### src/rtl/bsg_manycore_link_to_axil_pkg.sv
// Shared register offsets, AXI-Lite response codes and FSM state types for the
// manycore-link AXI-Lite TX control block.
package bsg_manycore_link_to_axil_pkg;

  // Register offsets, decoded from addr[7:0] only
  localparam logic [7:0] TDR_OFFSET  = 8'h00;  // TX data, write-only
  localparam logic [7:0] TDFV_OFFSET = 8'h04;  // TX request free slots, read-only
  localparam logic [7:0] RDR_OFFSET  = 8'h10;  // RX data (response head), read-only
  localparam logic [7:0] RDFO_OFFSET = 8'h14;  // RX occupancy (0/1), read-only

  localparam logic [1:0] RESP_OKAY   = 2'b00;
  localparam logic [1:0] RESP_SLVERR = 2'b10;

  typedef enum logic [1:0] {W_IDLE, W_PUSH, W_RESP} wr_state_e;
  typedef enum logic {R_IDLE, R_RESP} rd_state_e;

endpackage

### src/rtl/bsg_mcl_axil_tx_ctrl.sv
// AXI-Lite slave that fronts the TX request/response FIFOs of a manycore link.
// Writes to TDR push one word into the request FIFO; reads return request-FIFO
// credits (TDFV), response-FIFO head (RDR, pops it) or response-FIFO occupancy (RDFO).
// Ports:
//   clk_i, reset_i                     clock, synchronous active-high reset
//   aw*/w*/b*                          AXI-Lite write address/data/response channels
//   ar*/r*                             AXI-Lite read address/data channels
//   axil_req_o/_v_o/_ready_i           push side of the TX request FIFO
//   axil_rsp_i/_v_i/_yumi_o            pop side of the TX response FIFO
//   req_credits_i                      free-slot count of the TX request FIFO
module bsg_mcl_axil_tx_ctrl
  import bsg_manycore_link_to_axil_pkg::*;
#(
  parameter int axil_data_width_p   = 32,
  parameter int axil_addr_width_p   = 32,
  parameter int req_credits_width_p = 8
) (
  input  logic                           clk_i,
  input  logic                           reset_i,
  input  logic [axil_addr_width_p-1:0]   awaddr_i,
  input  logic                           awvalid_i,
  output logic                           awready_o,
  input  logic [axil_data_width_p-1:0]   wdata_i,
  input  logic [axil_data_width_p/8-1:0] wstrb_i,
  input  logic                           wvalid_i,
  output logic                           wready_o,
  output logic [1:0]                     bresp_o,
  output logic                           bvalid_o,
  input  logic                           bready_i,
  input  logic [axil_addr_width_p-1:0]   araddr_i,
  input  logic                           arvalid_i,
  output logic                           arready_o,
  output logic [axil_data_width_p-1:0]   rdata_o,
  output logic [1:0]                     rresp_o,
  output logic                           rvalid_o,
  input  logic                           rready_i,
  output logic [axil_data_width_p-1:0]   axil_req_o,
  output logic                           axil_req_v_o,
  input  logic                           axil_req_ready_i,
  input  logic [axil_data_width_p-1:0]   axil_rsp_i,
  input  logic                           axil_rsp_v_i,
  output logic                           axil_rsp_yumi_o,
  input  logic [req_credits_width_p-1:0] req_credits_i
);

  // Byte strobes are ignored and only addr[7:0] is decoded.
  logic w_unused;
  assign w_unused = ^{wstrb_i, awaddr_i, araddr_i};

  // ---------------------------------------------------------------- write path
  wr_state_e                    r_wstate, w_wstate_n;
  logic [axil_data_width_p-1:0] r_wdata;
  logic [1:0]                   r_bresp;
  logic                         w_aw_fire;
  logic                         w_aw_tdr;

  assign w_aw_tdr = (awaddr_i[7:0] == TDR_OFFSET);

  always_ff @(posedge clk_i) begin
    if (reset_i) r_wstate <= W_IDLE;
    else         r_wstate <= w_wstate_n;
  end

  always_comb begin
    w_wstate_n = r_wstate;
    unique case (r_wstate)
      W_IDLE: if (w_aw_fire) w_wstate_n = w_aw_tdr ? W_PUSH : W_RESP;
      W_PUSH: if (axil_req_ready_i) w_wstate_n = W_RESP;
      W_RESP: if (bready_i) w_wstate_n = W_IDLE;
      default: w_wstate_n = W_IDLE;
    endcase
  end

  always_comb begin
    w_aw_fire    = (r_wstate == W_IDLE) & awvalid_i & wvalid_i & ~reset_i;
    awready_o    = w_aw_fire;
    wready_o     = w_aw_fire;
    axil_req_v_o = (r_wstate == W_PUSH) & ~reset_i;
    axil_req_o   = reset_i ? '0 : r_wdata;
    bvalid_o     = (r_wstate == W_RESP) & ~reset_i;
    bresp_o      = reset_i ? '0 : r_bresp;
  end

  // Response code is fixed at accept time: a TDR write can only complete OKAY.
  always_ff @(posedge clk_i) begin
    if (reset_i) begin
      r_wdata <= '0;
      r_bresp <= '0;
    end else if (w_aw_fire) begin
      if (w_aw_tdr) r_wdata <= wdata_i;
      r_bresp <= w_aw_tdr ? RESP_OKAY : RESP_SLVERR;
    end
  end

  // ----------------------------------------------------------------- read path
  rd_state_e                    r_rstate, w_rstate_n;
  logic [axil_data_width_p-1:0] r_rdata, w_rdata_n;
  logic [1:0]                   r_rresp, w_rresp_n;
  logic                         w_ar_fire;
  logic                         w_rsp_pop;

  always_ff @(posedge clk_i) begin
    if (reset_i) r_rstate <= R_IDLE;
    else         r_rstate <= w_rstate_n;
  end

  always_comb begin
    w_rstate_n = r_rstate;
    unique case (r_rstate)
      R_IDLE: if (w_ar_fire) w_rstate_n = R_RESP;
      R_RESP: if (rready_i) w_rstate_n = R_IDLE;
      default: w_rstate_n = R_IDLE;
    endcase
  end

  always_comb begin
    w_ar_fire       = (r_rstate == R_IDLE) & arvalid_i & ~reset_i;
    arready_o       = w_ar_fire;
    axil_rsp_yumi_o = w_ar_fire & w_rsp_pop;
    rvalid_o        = (r_rstate == R_RESP) & ~reset_i;
    rdata_o         = reset_i ? '0 : r_rdata;
    rresp_o         = reset_i ? '0 : r_rresp;
  end

  // Read decode; values are captured at accept so they reflect pre-push state.
  always_comb begin
    w_rdata_n = '0;
    w_rresp_n = RESP_SLVERR;
    w_rsp_pop = 1'b0;
    case (araddr_i[7:0])
      TDFV_OFFSET: begin
        w_rdata_n = axil_data_width_p'(req_credits_i);
        w_rresp_n = RESP_OKAY;
      end
      RDFO_OFFSET: begin
        w_rdata_n = axil_data_width_p'(axil_rsp_v_i);
        w_rresp_n = RESP_OKAY;
      end
      RDR_OFFSET: begin
        if (axil_rsp_v_i) begin
          w_rdata_n = axil_rsp_i;
          w_rresp_n = RESP_OKAY;
          w_rsp_pop = 1'b1;
        end
      end
      default: ;
    endcase
  end

  always_ff @(posedge clk_i) begin
    if (reset_i) begin
      r_rdata <= '0;
      r_rresp <= '0;
    end else if (w_ar_fire) begin
      r_rdata <= w_rdata_n;
      r_rresp <= w_rresp_n;
    end
  end

endmodule

### config.mk
export PLATFORM = sky130hd
export DESIGN_NAME = bsg_mcl_axil_tx_ctrl
export DESIGN_NICKNAME = d
export VERILOG_FILES = /design/src/rtl/bsg_manycore_link_to_axil_pkg.sv /design/src/rtl/bsg_mcl_axil_tx_ctrl.sv
export SDC_FILE = /design/constraint.sdc
export NUM_CORES = 1
export LEC_CHECK = 0
export BUFFER_PORTS_ARGS = -buffer_cell sky130_fd_sc_hd__buf_2
export CAP_MARGIN = 20
export CORE_UTILIZATION = 44
export DETAILED_ROUTE_END_ITERATION = 8
export PLACE_DENSITY = 0.86
export SLEW_MARGIN = 40
export SYNTH_ARGS = -nofsm -noshare
export SYNTH_HDL_FRONTEND = slang
export SYNTH_SLANG_ARGS = --single-unit
### constraint.sdc
create_clock -name clk_i -period 4.07 [get_ports clk_i]
set_input_delay 0.814 -clock clk_i [delete_from_list [all_inputs] [get_ports clk_i]]
set_output_delay 0.814 -clock clk_i [all_outputs]
set_load 0.1 [all_outputs]
==> results of run 1 <==
[area by class of cell]
class / count / area (µm²)
multi-input cells: 218 / 1600
fillers: 593 / 2590
clock buffers: 11 / 151
flip-flops and latches: 69 / 1380
clock inverters: 5 / 81.3
well taps: 96 / 120
repair buffers: 172 / 898
inverters: 1 / 3.75
[sequential cells by signal (all words and copies together), names as in the netlist]
| signal | cells |
|---|---|
| r_rdata | 32 |
| r_wdata | 32 |
| r_wstate | 2 |
| r_bresp | 1 |
| r_rresp | 1 |
| r_rstate | 1 |
[per-layer routing]
metal  GRT usage  part of all wire  vias up
li1            -                 -     1378
met1       0.193              0.41     1198
met3      0.0597             0.081       12
met5           0                 0        -
met4      0.0864             0.018        0
met2       0.333              0.49      119
[Yosys cell counts, drive strengths merged, types with 2 or more instances]
master  count  share of area
nand2      10          0.012
dfxtp      69           0.44
buf        11          0.027
a22o       24          0.068
or3         2         0.0056
o21ai       9          0.014
a211oi      2         0.0048
nor2b      99           0.20
nor3        2         0.0068
nand2b      4         0.0080
nor3b       2         0.0048
mux2       32           0.12
clkbuf     14          0.017
a22oi       7          0.017
nor2        7          0.011
nor4        3          0.011
[cell families (layout without fill, tap and decap cells)]
kind of cell	Yosys count	in the layout	synth area share
buffers and inverters	26	189	0.0450
AO/OA/AOI/OAI	49	49	0.120
other	1	2	0.00120
AND/OR/NAND/NOR	135	135	0.274
flip-flops	69	69	0.444
multiplexers	32	32	0.116
[worst max-delay path, delay by kind of cell]
kind          cells  cell delay [ns]
buf+inv           2             0.34
simple gates      3             1.10
[power by group through the flow]
stage	clock, mW	sequential, mW	combinational, mW
after floorplan	0	0.696	0.0922
after CTS	0.650	0.683	0.147
final	0.630	0.683	0.147
after global routing	0.678	0.683	0.158
after detailed placement	0	0.698	0.147
after global placement	0	0.698	0.144
[worst paths after layout]
check	endpoint	start
worst max-delay path	axil_rsp_yumi_o	araddr_i[3]
worst min-delay path	r_rdata[5]	r_rdata[5]
worst max register to register	r_wdata[1]	r_wstate[1]
worst min register to register	r_rdata[5]	r_rdata[5]
==> impl_metrics.csv, run 1 <==
group,metric,value,unit
status,status,"complete, no violations",
worst_setup_path,critPathCaptureType,"output pin",
timing,relSlewSlack,0.589,
global_routing,grt_pass1_wl,10700,µm
floorplanning,die_area,7410,µm²
layout,nets,620,
clocking,cts.clk_slew.worst_paths,0.07,ns
timing,fmax,325,MHz
pwr,intPower,1.12,mW
layout,stdcell_area,4240,µm²
worst_setup_path,criticalPathCategory,"in -> out",
placement,place_inst,556,
logic_synthesis,syn-cell-area,3110,µm²
logic_synthesis,synth_seq_cells,69,
worst_setup_path,worst_path_largest_cell_delay,0.52,ns
clocking,post_cts_buffers,0,
logic_synthesis,ys_warn_count,0,
clocking,cts_tree,"built",
placement,place_congestion,0.767,
logic_synthesis,async_flop_share,0,
layout,num_antenna_cells,0,
layout,drive_gt1_frac,0.483,
clocking,numCtsBuffers,9,
logic_synthesis,yosysSeqAreaShare,0.444,
drt,drt-total-wl,6730,µm
pwr,power.leakage,2.07,nW
pwr,p_seq_frac,0.468,
placement,dp_hpwl,4990,µm
logic_synthesis,synth_cells,312,
placement,io_buffers,169,
logic_synthesis,synth_edf_count,0,
global_routing,grt_max_degree,75,
pwr,power_frac_comb,0.101,
global_routing,grt_usage,0.184,
timing,setup_ws,0.994,ns
clocking,h-tree-depth,3,
worst_setup_path,cp_slowest_cell,"and3_2",
timing,final.setup_skew,0.00891,ns
timing,tightest_slew,0.614,ns
pwr,powerDensity,344,nW/µm²
pwr,irDropWorstVdd,222,µV
clocking,cts-resized-gates,0,
layout,final_common_cell,"buf_2",
pwr,clkPwrFrac,0.432,
floorplanning,die_w,86.1,µm
worst_setup_path,crit_fanout,25,
run,maxCapViolCount,0,
timing,rsz0062_at_grt,"false",
layout,syn_to_final_growth,36.1,%
global_routing,grt_pass1_vias,2536,
clocking,cts_root_buffer,"clkbuf_8",
clocking,ctsLongestPathBuffers,2,
timing,maxSlewViolCount,0,
timing,worst_hold_slack,0.574,ns
layout,utilization,0.620,
worst_hold_path,hp-class,"reg -> reg",
floorplanning,ios,224,
timing,min_period,3.08,ns
worst_setup_path,crit_arrival,2.26,ns
floorplanning,die_h,86.1,µm
placement,placed_area,4010,µm²
floorplanning,rows,30,
timing,hold_violations,0,
layout,finalNonFillerCells,572,
drt,dr.pass1.iters,4,
clocking,cts.sinks,69,
drt,ant_nets,0,
drt,wl_per_cell,11.8,µm
drt,vias_per_cell,4.73,
clocking,insertion_delay,0.33,ns
worst_setup_path,cp-start-kind,"primary input",
worst_setup_path,critPathRequiredTime,3.26,ns
logic_synthesis,ys.flop_type,"dfxtp_1",
layout,mostFrequentLayoutCells,"buf_2, nor2b_1, dfxtp_1, mux2_2, a22o_1",
timing,final.period_utilization,0.756,
worst_setup_path,r2r_setup_slack,2.40,ns
floorplanning,initial_core_util,0.456,
drt,drtIter0Drc,43,
global_routing,overflow,0,
worst_hold_path,hold_depth,3,
timing,tns,0,ns
timing,finalSetupViolations,0,
floorplanning,core,6830,µm²
pwr,p_sw,0.344,mW
worst_setup_path,r2r_cells,5,
placement,pre_cts_ws,0.995,ns
worst_setup_path,path_cells,"buf_2, or3_4, nor2_2, and3_2, buf_12",
logic_synthesis,syn_area_per_cell,9.98,µm²
clocking,hold_buffers,0,
pwr,swShare,0.235,
drt,drc,0,
drt,vias,2707,
pwr,power,1.46,mW
logic_synthesis,synthDistinctLibCells,39,
global_routing,antenna_found_initial,0,
Note: power is estimated with default switching activity, not from simulation.
==> inputs of run 2 (changes only) <==
- CORE_UTILIZATION: 44 -> 37
- PLACE_DENSITY: 0.86 -> 0.77
- clock period: 4.07 -> 2.5 ns (I/O delays scaled with it)
==> run 2 against run 1 <==
  * First-iteration DRC count is 14% higher
  * Die area is 18% higher
  * Clock power is 60% higher
  * Worst setup slack worse by 0.64 ns
  * Cell count is 2.3% higher
  * Critical endpoint unchanged
  * Largest power group unchanged
  * Highest routed layer unchanged
==> impl_metrics.csv, run 2 (same netlist as run 1, synthesis figures left out) <==
group,metric,value,unit
worst_setup_path,cp-start-kind,"primary input",
drt,vias,2733,
drt,wl_per_cell,12.3,µm
placement,placed_area,4310,µm²
pwr,irDropWorstVdd,272,µV
floorplanning,rows,33,
timing,final.setup_skew,0.00939,ns
worst_setup_path,crit_arrival,1.64,ns
worst_setup_path,critPathRequiredTime,2.00,ns
drt,vias_per_cell,4.67,
timing,maxSlewViolCount,0,
global_routing,antenna_found_initial,0,
floorplanning,core,8180,µm²
layout,top_regs,"r_rdata (32), r_wdata (32), r_wstate (2)",
placement,pre_cts_ws,0.357,ns
placement,place_congestion,0.733,
layout,nets,624,
worst_hold_path,hp-class,"in -> reg",
global_routing,overflow,0,
timing,tightest_slew,0.588,ns
layout,seq_area,1380,µm²
timing,relSlewSlack,0.606,
timing,min_period,2.14,ns
timing,hold_violations,0,
drt,drc,0,
timing,rsz0062_at_grt,"false",
placement,io_buffers,169,
pwr,powerDensity,528,nW/µm²
timing,fmax,467,MHz
worst_setup_path,criticalPathCategory,"in -> out",
worst_setup_path,r2r-start,"r_wstate[1]",
layout,stdcell_area,4530,µm²
clocking,ctsLongestPathBuffers,2,
clocking,hold_buffers,0,
clocking,h-tree-depth,3,
global_routing,grt_max_degree,55,
global_routing,grt_pass1_wl,11000,µm
global_routing,grt_usage,0.160,
placement,dp_hpwl,5400,µm
drt,ant_nets,0,
timing,final.period_utilization,0.857,
floorplanning,initial_core_util,0.381,
floorplanning,ios,224,
worst_hold_path,hp-start,"axil_rsp_i[20]",
layout,multiInputGateArea,1760,µm²
drt,drt-total-wl,7210,µm
drt,drtIter0Drc,49,
clocking,cts-resized-gates,0,
layout,fill_cells,759,
layout,syn_to_final_growth,45.5,%
worst_setup_path,critPathCaptureType,"output pin",
floorplanning,die_area,8780,µm²
clocking,insertion_delay,0.33,ns
pwr,power.leakage,2.10,nW
status,status,"complete, no violations",
clocking,cts_tree,"built",
floorplanning,die_h,93.7,µm
clocking,post_cts_buffers,0,
timing,tns,0,ns
timing,finalSetupViolations,0,
clocking,numCtsBuffers,9,
global_routing,grt_pass1_vias,2546,
drt,dr.pass1.iters,4,
run,maxCapViolCount,0,
clocking,cts.sinks,69,
layout,drive_gt1_frac,0.613,
worst_setup_path,crit_fanout,4,
worst_setup_path,critPathLaunch,"araddr_i[3]",
layout,num_antenna_cells,0,
layout,mostFrequentLayoutCells,"buf_2, dfxtp_1, nor2b_2, nor2b_1, mux2_2",
worst_setup_path,r2r_cells,5,
worst_hold_path,hold_depth,2,
clocking,cts.clk_slew.worst_paths,0.08,ns
layout,final_common_cell,"buf_2",
clocking,cts_root_buffer,"clkbuf_8",
floorplanning,die_w,93.7,µm
timing,setup_ws,0.358,ns
==> run 2: cell types whose count changed in the layout (fill, tap and decap cells not counted), sizes merged <==
cell    delta
inv        -1
buf        +4
clkinv     +2
clkbuf     -1
==> run 2: worst paths after layout <==
check | end | slack [ns]
worst max register to register | r_wdata[5] | 0.95
worst min register to register | r_rdata[0] | 0.57
worst max-delay path | axil_rsp_yumi_o | 0.36
worst min-delay path | r_rdata[20] | 0.37
==> run 2: power breakdown <==
group / switching [mW] / total, mW / internal [mW]
clock: 0.422 / 1.01 / 0.587
combinational: 0.161 / 0.270 / 0.109
sequential: 0.00591 / 1.11 / 1.11
total: 0.589 / 2.39 / 1.80
==> run 2: critical path, stage by stage <==
cell    delay [ns]
buf_2         0.10
or3_4         0.42
nor2_2        0.17
and3_1        0.26
buf_12        0.19
==> run 2: through the flow <==
stage | hold WS, ns | utilization | std cells | total power, mW
global route | 0.352 | 0.554 | 585 | 2.50
CTS | 0.351 | 0.554 | 585 | 2.43
finish | 0.371 | 0.554 | 585 | 2.39
global placement | 0.551 | 0.527 | 569 | 1.40
floorplan | 0.626 | - | 313 | 1.29
detailed placement | 0.560 | 0.527 | 569 | 1.41
==> run 2: cell type report <==
type                    count  share of cell area
inverters                   1            0.000829
clock inverters             6              0.0191
well taps                 105              0.0290
clock buffers              10              0.0304
flip-flops and latches     69               0.305
multi-input cells         218               0.388
repair buffers            176               0.228
==> run 2: layer usage <==
metal  GRT usage  vias up  part of all wire
met2       0.291      109              0.51
met3      0.0526        8             0.081
met4      0.0603        0             0.011
met5           0        -                 0
met1       0.171     1229              0.40
li1            -     1387                 -
